===== src/rtl/demux_pkg.sv =====
// demux_pkg
// Shared constants and types for the demux_12 1-to-2 stream demultiplexer.
//   NUM_CH     : number of output channels
//   FIFO_DEPTH : entries per channel elastic buffer
//   occ_t      : per-channel occupancy count (0..FIFO_DEPTH)
package demux_pkg;

    localparam int NUM_CH     = 2;
    localparam int FIFO_DEPTH = 2;

    typedef logic [1:0] occ_t;

    localparam occ_t OCC_EMPTY = 2'd0;
    localparam occ_t OCC_FULL  = 2'(FIFO_DEPTH);

endpackage


===== src/rtl/demux_chan_fifo.sv =====
// demux_chan_fifo
// One output channel of demux_12: a 2-entry FIFO with occupancy tracking
// and a delivered-beat counter.
// Ports:
//   clk, rst_n  : clock, async active-low reset
//   i_push      : write i_data (caller guarantees the FIFO is not full)
//   i_data      : beat to write
//   i_ready     : consumer ready; a pop happens on o_valid & i_ready
//   i_clear     : synchronous clear of the beat counter (FIFO untouched)
//   o_data      : head entry
//   o_valid     : FIFO not empty
//   o_full      : FIFO full, decoded from the occupancy register only
//   o_cnt       : beats popped since reset/clear, wrapping
module demux_chan_fifo
    import demux_pkg::*;
#(
    parameter int WIDTH = 1,
    parameter int CNT_W = 8
) (
    input  logic             clk,
    input  logic             rst_n,
    input  logic             i_push,
    input  logic [WIDTH-1:0] i_data,
    input  logic             i_ready,
    input  logic             i_clear,
    output logic [WIDTH-1:0] o_data,
    output logic             o_valid,
    output logic             o_full,
    output logic [CNT_W-1:0] o_cnt
);

    logic [WIDTH-1:0] r_mem [FIFO_DEPTH];
    logic             r_wr_ptr;
    logic             r_rd_ptr;
    occ_t             r_occ;
    logic [CNT_W-1:0] r_cnt;
    logic             w_pop;

    assign o_valid = (r_occ != OCC_EMPTY);
    assign o_full  = (r_occ == OCC_FULL);
    assign o_data  = r_mem[r_rd_ptr];
    assign o_cnt   = r_cnt;
    assign w_pop   = o_valid & i_ready;

    always_ff @(posedge clk or negedge rst_n) begin
        if (!rst_n) begin
            for (int i = 0; i < FIFO_DEPTH; i++) begin
                r_mem[i] <= '0;
            end
            r_wr_ptr <= 1'b0;
            r_rd_ptr <= 1'b0;
            r_occ    <= OCC_EMPTY;
        end else begin
            if (i_push) begin
                r_mem[r_wr_ptr] <= i_data;
                r_wr_ptr        <= ~r_wr_ptr;
            end
            if (w_pop) begin
                r_rd_ptr <= ~r_rd_ptr;
            end
            // Push and pop together leave occupancy unchanged.
            case ({i_push, w_pop})
                2'b10:   r_occ <= r_occ + 2'd1;
                2'b01:   r_occ <= r_occ - 2'd1;
                default: r_occ <= r_occ;
            endcase
        end
    end

    // Clear takes priority over a same-cycle pop increment.
    always_ff @(posedge clk or negedge rst_n) begin
        if (!rst_n) begin
            r_cnt <= '0;
        end else if (i_clear) begin
            r_cnt <= '0;
        end else if (w_pop) begin
            r_cnt <= r_cnt + CNT_W'(1);
        end
    end

endmodule


===== src/rtl/demux_12.sv =====
// demux_12
// 1-to-2 stream demultiplexer. Each input beat carries a select bit and is
// steered into the elastic buffer of channel 0 or channel 1. The channels
// are independent, so backpressure on one never stalls or reorders the other.
// Ports:
//   clk, rst_n                     : clock, async active-low reset
//   in_data/in_sel/in_valid        : input beat, destination, valid
//   in_ready                       : selected channel is not full
//   outN_data/outN_valid/outN_ready: channel N output handshake
//   clear                          : synchronous clear of cnt0/cnt1
//   cnt0, cnt1                     : delivered-beat counters (wrapping)
module demux_12
    import demux_pkg::*;
#(
    parameter int WIDTH = 1,
    parameter int CNT_W = 8
) (
    input  logic             clk,
    input  logic             rst_n,
    input  logic [WIDTH-1:0] in_data,
    input  logic             in_sel,
    input  logic             in_valid,
    output logic             in_ready,
    output logic [WIDTH-1:0] out0_data,
    output logic             out0_valid,
    input  logic             out0_ready,
    output logic [WIDTH-1:0] out1_data,
    output logic             out1_valid,
    input  logic             out1_ready,
    input  logic             clear,
    output logic [CNT_W-1:0] cnt0,
    output logic [CNT_W-1:0] cnt1
);

    logic [NUM_CH-1:0] w_full;
    logic [NUM_CH-1:0] w_push;
    logic              w_accept;

    // Registered full flags only: a same-cycle pop does not open in_ready,
    // which keeps outN_ready off the in_ready timing path.
    assign in_ready  = ~w_full[in_sel];
    assign w_accept  = in_valid & in_ready;
    assign w_push[0] = w_accept & ~in_sel;
    assign w_push[1] = w_accept &  in_sel;

    demux_chan_fifo #(
        .WIDTH (WIDTH),
        .CNT_W (CNT_W)
    ) u_chan0 (
        .clk     (clk),
        .rst_n   (rst_n),
        .i_push  (w_push[0]),
        .i_data  (in_data),
        .i_ready (out0_ready),
        .i_clear (clear),
        .o_data  (out0_data),
        .o_valid (out0_valid),
        .o_full  (w_full[0]),
        .o_cnt   (cnt0)
    );

    demux_chan_fifo #(
        .WIDTH (WIDTH),
        .CNT_W (CNT_W)
    ) u_chan1 (
        .clk     (clk),
        .rst_n   (rst_n),
        .i_push  (w_push[1]),
        .i_data  (in_data),
        .i_ready (out1_ready),
        .i_clear (clear),
        .o_data  (out1_data),
        .o_valid (out1_valid),
        .o_full  (w_full[1]),
        .o_cnt   (cnt1)
    );

endmodule


===== config.mk =====
export PLATFORM = sky130hd
export DESIGN_NAME = demux_12
export DESIGN_NICKNAME = d
export VERILOG_FILES = /design/src/rtl/demux_pkg.sv /design/src/rtl/demux_chan_fifo.sv /design/src/rtl/demux_12.sv
export SDC_FILE = /design/constraint.sdc
export NUM_CORES = 1
export LEC_CHECK = 0
export CELL_PAD_IN_SITES_DETAIL_PLACEMENT = 1
export CELL_PAD_IN_SITES_GLOBAL_PLACEMENT = 1
export CORE_ASPECT_RATIO = 1.1
export CORE_MARGIN = 2
export CORE_UTILIZATION = 35
export DETAILED_ROUTE_END_ITERATION = 8
export PLACE_DENSITY = 0.84
export SYNTH_ARGS = -nofsm -noshare
export SYNTH_HDL_FRONTEND = slang
export SYNTH_SLANG_ARGS = --single-unit
export TNS_END_PERCENT = 10

===== constraint.sdc =====
create_clock -name clk -period 1.6 [get_ports clk]
set_clock_uncertainty 0.1 [all_clocks]
set_input_delay 0.16 -clock clk [delete_from_list [all_inputs] [get_ports clk]]
set_output_delay 0.16 -clock clk [all_outputs]
set_load 0.02 [all_outputs]

After elaboration in Yosys (flattened, before gate mapping). Index checks and enable logic that the tools add are counted.

Bitwise logic cells: 15. Div/mod/pow operators: 0. Multiplexer cells: 20. Reduce and logical (&&, ||, !) cells: 8. Add/subtract/negate cells: 6. Equal/unequal tests: 6. $mul: 0. $lt $le $gt $ge: 7. Shift-type cells: 0.

Operators by type and width (number): 2-to-1 mux 8 bit (4); adder 8 x 1 -> 8 bit (second input constant) (2); nonzero test 2 bit (6); 2-to-1 mux 1 bit (10); == test 2 bit (second input constant) (4); greater-or-equal comparator 2 bit (second input constant) (4); inverter 1 -> 2 bit (4); one-hot mux 2 bit (2 select lines) (2); inverter 1 bit (6); bitwise AND 1 bit (5); adder 2 x 1 -> 2 bit (second input constant) (2); bitwise mux 2 bit (2); == test 2 x 1 -> 1 bit (second input constant) (2); less-than comparator 2 x 1 -> 1 bit (second input constant) (2); subtractor 2 x 1 -> 2 bit (second input constant) (2); demux 1 bit (select 1 bit) (2); logical AND 1 bit (2); less-than comparator 1 x 2 -> 1 bit (second input constant) (1).

ROM bits: 0. Memory bits (writable): 0. Memories: 0. Register bits: 28. Input port bits: 8. Output and inout port bits: 21. Latch bits: 0. Word-level logic and storage cells: 74.

Longest topological paths before layout. Gate-level depths: netlist (run 1).

Depth in word-level cells: 8. Gate-level depth with buffers: 7. Gate-level depth less buffers: 6.

Cells and area by module. From an unflattened synthesis (run 1), not the netlist that was laid out.

Cell total of the unflattened synthesis: 127. Area total of the unflattened synthesis: 1367.6 sq um.

By module, submodules not included: demux_chan_fifo (cells an instance 62, times used 2, seq. area each 350.3 sq um, area an instance 670.6 sq um); demux_12 (cells an instance 3, times used 1, seq. area each 0.0 sq um, area an instance 26.3 sq um).

Worst setup path after synthesis (run 1). Ideal clock, no wire load.

Path type: flip-flop to flip-flop. Start: register u_chan1.r_occ[0]. End: register u_chan1.r_occ[1]. Arrival: 1.458 ns. Stages on the path, launching flop included: 7. Setup slack: -0.037 ns. Buffers on the path: 1. Cell sequence: dfrtp_1 buf_2 o21ai_2 inv_1 ha_1 nor2_1 xor2_1.

Elaborated cells between the ends (all ways): 14. Those cells by class: add/sub (2); eq/ne (3); mux (3); bitwise (4); reduce/logical (2).

RTL lines: from (decl) (RTL line demux_chan_fifo.sv:35) `occ_t r_occ;`; from (signal assigned) (RTL line demux_chan_fifo.sv:63) `2'b10: r_occ <= r_occ + 2'd1;`; from (signal assigned) (RTL line demux_chan_fifo.sv:64) `2'b01: r_occ <= r_occ - 2'd1;`; from (signal assigned) (RTL line demux_chan_fifo.sv:65) `default: r_occ <= r_occ;`; nonzero test 2 bit * (RTL line demux_chan_fifo.sv:39) `assign o_valid = (r_occ != OCC_EMPTY);`; bitwise AND 1 bit * (RTL line demux_chan_fifo.sv:43) `assign w_pop = o_valid & i_ready;`; via u_chan1.w_pop (RTL line demux_chan_fifo.sv:37) `logic w_pop;`; == test 2 x 1 -> 1 bit / == test 2 bit (equally long branches) (RTL line demux_chan_fifo.sv:62) `case ({i_push, w_pop})`; one-hot mux 2 bit (2 select lines) / nonzero test 2 bit (equally long branches).

The timed path passes the listed nets; every way through them passes the cells marked *. The select of a mux whose other input is x is not followed. A chain may end at the register's enable or synchronous reset.

Final worst setup path (run 1).
Start: register u_chan1.r_occ[0]. End: register u_chan1.r_cnt[5] (netlist: u_chan1.o_cnt[5]).

Longest elaborated chain between the ends: 3.

RTL lines: nonzero test 2 bit (RTL line demux_chan_fifo.sv:39); bitwise AND 1 bit (RTL line demux_chan_fifo.sv:43); nonzero test 2 bit (no source line); to (signal assigned) (RTL line demux_chan_fifo.sv:77) `r_cnt <= r_cnt + CNT_W'(1);`; to (decl) (RTL line demux_chan_fifo.sv:36) `logic [CNT_W-1:0] r_cnt;`.

Every way passes these cells.

==> flow_summary.yaml, run 1 <==
placed_design:
  pre_cts_slack_ps: -209.4
  numPortBuffers: 28
  gp_congestion: 0.7853
  hpwl_microns: 2690
floorplanning:
  fp.dieArea_sq_um: 4443
  fp-row-count: 23
  io_pins: 29
  core_sq_um: 3712
  die_y_microns: 69.71
  die_w_microns: 63.74
  initial_utilization: 0.3701
pwr:
  p_leak_nw: 0.9960
  vdd_ir_drop_max_v: 0.0006282
  powerDensity_nw_per_um2: 1499
timing:
  fin_crit_sh: 1.027
  rsz0062_at_grt: "true"
  hold_viol: 0
  setup_ws_ps: -42.72
  setup_tns_ps: -129.4
  relSlewSlack: 0.7473
  period_needed_ps: 1643
  worst_slew_pin_slew_ps: 379.1
  maxSlewViolCount: 0
  setup_viol: 4
  max_freq_mhz: 608.7
outcome:
  status: "finished, violations left"
  failed_checks: "setup timing"
yosys:
  synth_xor_xnor_area_share: 0.08925
  syn-instance-count: 125
  synth-compound-area-share: 0.1066
  synth_cell_types: 26
  ys_ff_latch: 28
  synth_top_family_by_area: "simple AND/OR/NAND/NOR gates"
  synth.area.mux_share: 0.07195
  yosysWarningCount: 0
  syn_nets: 137
  synthSimpleGateAreaFrac: 0.1648
  ys_seq_area_frac: 0.5100
  synthAdderAreaFrac: 0.03643
  synth.top_cell.area_share: 0.5100
  netlist_area_sq_um: 1374
  yosysTopAreaCell: "dfrtp_1"
  synth_area_leaders: "dfrtp_1, mux2_2, xnor2_1"
  syn_avg_cell_area_sq_um: 10.99
cells_and_area:
  areaGrowthSynthToFinish_pct: 49.54
  drive_above_1_share: 0.3389
  multi_input_area_sq_um: 729.5
  nets: 193
  nFillCells: 403
  diodes: 0
  area.sequential_sq_um: 703.2
grt:
  grt_first_pass_wirelength_microns: 6016
  grt_pass1_vias: 1277
  grt_max_degree: 29
  antenna_found_initial: 0
  gr-total-overflow: 0
  track_usage: 0.1740
clocking:
  cts_buffers: 3
  clkSlewWorstSetupHoldPaths_ps: 100
  clockBufferDepth: 2
  cts_tree: "built"
  clock-sinks: 28
  htreeDepth: 1
  clockRootBuffer: "clkbuf_8"
  insertion_delay_ps: 280
detailed_routing:
  drt-initial-drc-count: 41
  viasPerCell: 5.387
  dr.pass1.iters: 4
  dr_total_vias: 1239
  ant_nets: 0
  routedWlPerCell_microns: 19.01
  drc: 0
  wl_microns: 4372
critical_path:
  cp-start-kind: "register"
  arrival_ps: 1740
  worstPathRequired_ps: 1690
  worstRegToRegCells: 5
  path_class: "reg2reg"
  crit_fanout: 5
  r2r_slack_ps: -40
  cp-end-kind: "register"
worst_hold_path:
  holdCritPathClass: "in2async"
run:
  maxCapViolations: 0
-- cells in the final DEF (no fill, tap or decap), drive strengths merged, types with 3 or more instances in the layout --
master and instances:
a21oi 9, buf 30, clkbuf 4, clkdlybuf4s50 10, dfrtp 28, dlygate4sd2 6
dlymetal6s2s 7, ha 4, inv 3, mux2 7, nand2 3, nand2b 3
nand3 4, nand4 4, nor2 9, o21ai 8, o31ai 4, or3 5
or4 5, xnor2 8, xor2 6
-- Yosys cell counts, drive strengths merged --
cell type  number
nor2            9
nand3b          1
nand2           3
nand4           4
ha              4
or2             2
xnor2           8
a21oi           9
nand4b          2
inv             3
buf             2
o211ai          2
nand4bb         1
clkbuf          2
o31ai           4
o21ai           8
o2111ai         1
or3             5
mux2i           2
nand3           4
nand2b          3
dfrtp          28
mux2            7
xor2            6
or4             5
-- worst max-delay path, cell delays in order, from the launching register on --
cell and delay, ps:
dfrtp_1 390, buf_6 140, o21ai_4 70, buf_4 160, or4_1 520, a21oi_1 180
-- metrics by stage --
stage               hold slack (ps)  utilization  area, sq um  instances  power, mW
finish                        166.1       0.5534         2054        230      3.080
global route                  188.7       0.5534         2054        230      3.257
CTS                           175.4       0.5116         1899        220      2.776
detailed placement            375.3       0.4941         1834        216      2.345
global placement              373.6       0.4941         1834        216      2.256
floorplan                    -235.6            -         1381        125      1.767
-- what timing repair did --
item | in CTS | in global routing
setup endpoints to repair | 13 | 19
hold endpoints to repair | 0 | 0
hold buffers | 0 | 0
pin swaps | 1 | 9
buffers inserted | 0 | 10
resized for setup | 22 | 29
-- area by class of cell --
cell class | count | share of cell area
multi-input cells | 90 | 0.3551
flip-flops and latches | 28 | 0.3423
repair buffers | 55 | 0.2400
well taps | 50 | 0.03045
clock buffers | 4 | 0.02680
inverters | 3 | 0.005481
-- logic make-up (layout without fill, tap and decap cells) --
family | count (synthesis) | in the layout
flip-flops | 28 | 28
AND/OR/NAND/NOR | 39 | 39
XOR/XNOR | 14 | 14
multiplexers | 9 | 9
AO/OA/AOI/OAI | 24 | 24
buffers and inverters | 7 | 62
adder cells (fa/ha/maj) | 4 | 4
-- state kept, by name (all words and copies together) (netlist names) --
name              flops
u_chan0.o_cnt         8
u_chan1.o_cnt         8
u_chan0.r_mem         2
u_chan0.r_occ         2
u_chan1.r_mem         2
u_chan1.r_occ         2
u_chan0.r_rd_ptr      1
u_chan0.r_wr_ptr      1
u_chan1.r_rd_ptr      1
u_chan1.r_wr_ptr      1
-- layer usage --
| layer | track usage | vias up | part of all wire |
|---|---|---|---|
| met3 | 0.02435 | 8 | 0.027 |
| li1 | - | 562 | - |
| met2 | 0.3310 | 30 | 0.57 |
| met5 | 0 | - | 0 |
| met4 | 0.07971 | 0 | 0.026 |
| met1 | 0.1853 | 639 | 0.38 |
-- power breakdown --
part           switching [mW]  internal, mW
logic                   0.719         0.830
registers               0.185         0.906
clock network           0.220         0.220
total                    1.12          1.96
-- worst paths after layout --
check                              endpoint             start
min                        u_chan0.r_mem[1]             rst_n
max in group asynchronous  u_chan1.r_occ[1]             rst_n
min reg2reg                u_chan0.r_rd_ptr  u_chan0.r_rd_ptr
max                        u_chan1.o_cnt[5]  u_chan1.r_occ[0]
min in group clk           u_chan0.r_rd_ptr  u_chan0.r_rd_ptr
max reg2reg                u_chan1.o_cnt[5]  u_chan1.r_occ[0]
(Power assumes the default switching activity.)
==> run 2: changes to the inputs <==
CORE_MARGIN = 1   (was 2)
==> flow_summary.yaml, run 2 (synthesis results as in run 1) <==
outcome:
  status: "finished, violations left"
  failed_checks: "setup timing"
grt:
  grt_first_pass_wirelength_microns: 5685
  grt_pass1_vias: 1261
  grt_max_degree: 29
  track_usage: 0.1898
  gr-total-overflow: 0
  antenna_found_initial: 0
critical_path:
  path_cells: "ha_1 -> o211ai_1 -> or4_1 -> o21ai_0"
  slowest_stage: "or4_1"
  path_class: "reg2reg"
  max_stage_delay_ps: 540
  crit_fanout: 5
  crit_buf_inv: 0
  cp-start-kind: "register"
  cp_top_family: "simple AND/OR/NAND/NOR gates"
  arrival_ps: 1720
  worstPathRequired_ps: 1690
  cp-end-kind: "register"
placed_design:
  hpwl_microns: 2631
  numPortBuffers: 28
  gp_congestion: 0.7530
cells_and_area:
  diodes: 0
  areaGrowthSynthToFinish_pct: 47.63
  nFillCells: 398
  drive_above_1_share: 0.3631
  layout_common_cells: "buf_4, dfrtp_1, clkdlybuf4s50_1, nor2_1"
  nets: 193
timing:
  period_needed_ps: 1631
  fin_crit_sh: 1.019
  max_freq_mhz: 613.2
  maxSlewViolCount: 0
  hold_ws_ps: 166.8
  relSlewSlack: 0.6764
  worst_slew_pin_slew_ps: 483.2
  setup_viol: 4
  hold_viol: 0
  setup_ws_ps: -30.73
  rsz0062_at_grt: "true"
worst_hold_path:
  holdCritPathClass: "in2async"
clocking:
  cts_buffers: 3
  cts_tree: "built"
  clockRootBuffer: "clkbuf_8"
  cts-hold-fix-buffers: 0
  clkSlewWorstSetupHoldPaths_ps: 90
  insertion_delay_ps: 270
  clock-sinks: 28
  htreeDepth: 1
  clockBufferDepth: 2
floorplanning:
  core_sq_um: 3712
  fp.dieArea_sq_um: 4180
  die_y_microns: 67.71
  initial_utilization: 0.3701
  fp-row-count: 23
  io_pins: 29
  die_w_microns: 61.74
detailed_routing:
  drt-initial-drc-count: 31
  dr.pass1.iters: 4
  wl_microns: 3904
  routedWlPerCell_microns: 17.05
  drc: 0
  viasPerCell: 5.192
  dr_total_vias: 1189
  ant_nets: 0
pwr:
  powerDensity_nw_per_um2: 1461
  vdd_ir_drop_max_v: 0.0005742
  p_leak_nw: 0.9347
  p_total_mw: 2.963
run:
  maxCapViolations: 0
run 2: cell count changes in the layout (fill, tap and decap cells not counted), sizes merged:
cell / delta
clkdlybuf4s15: -1
clkdlybuf4s50: +2
dlygate4sd2: +1
dlymetal6s2s: -3
run 2: where the power goes:
part	internal (mW)	switching (mW)	total, mW
logic	0.818	0.689	1.51
registers	0.908	0.173	1.08
clock network	0.169	0.205	0.374
run 2: area by class of cell:
type / count / area [sq um] / share of cell area
multi-input cells: 90 / 737.0 / 0.3634
flip-flops and latches: 28 / 704.4 / 0.3473
repair buffers: 55 / 471.7 / 0.2326
well taps: 50 / 62.56 / 0.03085
clock buffers: 3 / 41.29 / 0.02036
inverters: 3 / 11.26 / 0.005552
run 2: timing repair:
item / in CTS / in global routing
endpoints found under the setup margin: 18 / 15
buffers inserted: 0 / 9
pin swaps: 1 / 9
resized for setup: 22 / 30
run 2: layer usage:
layer	global-route usage	wire, microns
met3	0.02299	115
met1	0.2137	1470
met2	0.3401	2207
met5	0	0
met4	0.1028	112
run 2: final timing paths:
| check | startpoint | end | slack [ps] | cells after the start |
|---|---|---|---|---|
| worst max-delay path | u_chan0.o_cnt[0] | u_chan0.o_cnt[6] | -30 | 4 |
| worst min-delay path | rst_n | u_chan0.o_cnt[5] | 170 | 2 |
| worst max register to register | u_chan0.o_cnt[0] | u_chan0.o_cnt[6] | -30 | 4 |
| worst min register to register | u_chan0.r_rd_ptr | u_chan0.r_rd_ptr | 390 | 1 |
| max in group asynchronous | rst_n | u_chan1.r_occ[1] | 940 | 2 |
| min in group clk | u_chan0.r_rd_ptr | u_chan0.r_rd_ptr | 390 | 1 |
run 2: stage by stage:
step	worst slack, ps	utilization	TNS, ps	instance area, sq um	cells
floorplan	-31.01	-	-31.01	1381	125
global placement	-168.6	0.4961	-361.9	1842	217
detailed placement	-221.4	0.4961	-1133	1842	217
CTS	-96.20	0.5042	-208.0	1872	220
global route	-103.5	0.5463	-493.9	2028	229
finish	-30.73	0.5463	-76.75	2028	229
==> run 3: changes to the inputs <==
CAP_MARGIN = 20   (was unset)
CORE_MARGIN = 5   (was 1)
HOLD_SLACK_MARGIN = 0.02   (was unset)
==> flow_summary.yaml, run 3 (synthesis results as in run 1) <==
clocking:
  clockRootBuffer: "clkbuf_8"
  cts_buffers: 3
  insertion_delay_ps: 270
  cts-hold-fix-buffers: 0
  clockBufferDepth: 2
  htreeDepth: 1
  cts_tree: "built"
  clock-sinks: 28
  clkSlewWorstSetupHoldPaths_ps: 100
detailed_routing:
  dr_total_vias: 1162
  routedWlPerCell_microns: 17.04
  wl_microns: 3783
  viasPerCell: 5.234
  drc: 0
  dr.pass1.iters: 4
  ant_nets: 0
  drt-initial-drc-count: 70
cells_and_area:
  areaGrowthSynthToFinish_pct: 40.98
  stdcell_area_sq_um: 1937
  diodes: 0
  drive_above_1_share: 0.2791
  stdcell_count: 222
  nets: 186
  layout_commonest_cell: "dfrtp_1"
  layout_common_cells: "dfrtp_1, buf_4, clkdlybuf4s50_1, nor2_1, dlygate4sd2_1"
critical_path:
  worstPathRequired_ps: 1700
  r2r_end: "u_chan1.r_occ[1]"
  path_class: "reg2reg"
  r2r_slack_ps: -20
  worstRegToRegCells: 7
  cp-start-kind: "register"
  crit_fanout: 4
  r2r_start: "u_chan1.r_occ[1]"
  cp-end-kind: "register"
  arrival_ps: 1720
pwr:
  p_total_mw: 2.803
  netSwitchingFraction: 0.3637
  intPower_mw: 1.783
  comb_power_share: 0.472
  p_leak_nw: 0.9112
  powerDensity_nw_per_um2: 1447
  clkPwrFrac: 0.140
  power_frac_seq: 0.388
  vdd_ir_drop_max_v: 0.0006207
  p_switching_mw: 1.020
timing:
  setup_viol: 3
  setup_tns_ps: -32.35
  period_needed_ps: 1623
  relSlewSlack: 0.7520
  fin_crit_sh: 1.014
  setup_ws_ps: -23.13
  maxSlewViolCount: 0
  worst_slew_pin_slew_ps: 372.1
  rsz0062_at_grt: "true"
  max_freq_mhz: 616.1
  hold_viol: 0
floorplanning:
  core_sq_um: 3712
  initial_utilization: 0.3701
  die_w_microns: 69.74
  fp.dieArea_sq_um: 5280
  fp-row-count: 23
  die_y_microns: 75.71
  io_pins: 29
placed_design:
  gp_congestion: 0.7150
  post_dp_cell_area_sq_um: 1842
  dp_cells: 217
  hpwl_microns: 2742
  numPortBuffers: 28
outcome:
  failed_checks: "setup timing"
  status: "finished, violations left"
grt:
  track_usage: 0.1496
  grt_pass1_vias: 1286
  grt_first_pass_wirelength_microns: 6285
  grt_max_degree: 29
  antenna_found_initial: 0
  gr-total-overflow: 0
run:
  maxCapViolations: 0
worst_hold_path:
  holdCritPathClass: "in2async"
## run 3: cell count changes in the layout (fill, tap and decap cells not counted), sizes merged
cell,before,now
clkdlybuf4s50,12,10
clkdlybuf4s15,1,2
dlymetal6s2s,4,5
clkbuf,4,3
buf,30,23
dlygate4sd2,7,8
## run 3: critical path: stages (launching register included)
cell and delay [ps]:
dfrtp_2 460, buf_6 140, o21ai_4 160, inv_1 60, ha_2 200, xnor2_2 140
nor2_2 120, xor2_1 160
## run 3: metrics by stage
step / utilization / hold slack, ps / setup slack, ps
after floorplan: - / -235.6 / -31.01
after global placement: 0.4961 / 373.1 / -173.1
after detailed placement: 0.4961 / 374.6 / -179.7
after CTS: 0.5039 / 180.1 / -103.6
after global routing: 0.5217 / 193.3 / -111.3
final: 0.5217 / 163.7 / -23.13
## run 3: final cells by class
cell class,count,area (sq um)
inverters,3,11.26
flip-flops and latches,28,703.2
repair buffers,48,421.7
clock buffers,3,41.29
multi-input cells,90,696.9
well taps,50,62.56
fillers,416,1775
## run 3: how the worst max path moves through the flow
stage | from | to | slack (ps) | depth (start not counted)
6_report | u_chan1.r_occ[1] | u_chan1.r_occ[1] | -20 | 7
5_1_grt | u_chan1.r_occ[1] | u_chan1.r_occ[1] | -110 | 7
4_1_cts | u_chan1.r_occ[1] | u_chan1.r_occ[1] | -100 | 7
3_5_place_dp | in_sel | in_ready | -180 | 3
3_3_place_gp | in_sel | in_ready | -170 | 3
2_1_floorplan | u_chan0.r_occ[0] | u_chan0.r_occ[1] | -30 | 6
## run 3: routing by layer
metal,GRT usage,wire (microns),part of all wire
met2,0.2987,2103,0.56
met3,0.01847,87,0.023
met4,0.05957,63,0.017
met5,0,0,0
met1,0.1638,1528,0.40
## run 3: what timing repair did
item | 4_1_cts | 5_1_grt
pin swaps | 0 | 7
setup buffers | 0 | 2
gates cloned | 0 | 0
setup endpoints to repair | 15 | 11
resized for setup | 23 | 20
## run 3: power groups by stage
stage                     clock [mW]  combinational [mW]  sequential (mW)
after floorplan                    0               0.694             1.07
after global placement             0                1.22             1.05
after detailed placement           0                1.29             1.08
after CTS                      0.396                1.26             1.07
after global routing           0.417                1.43             1.12
final                          0.392                1.32             1.09
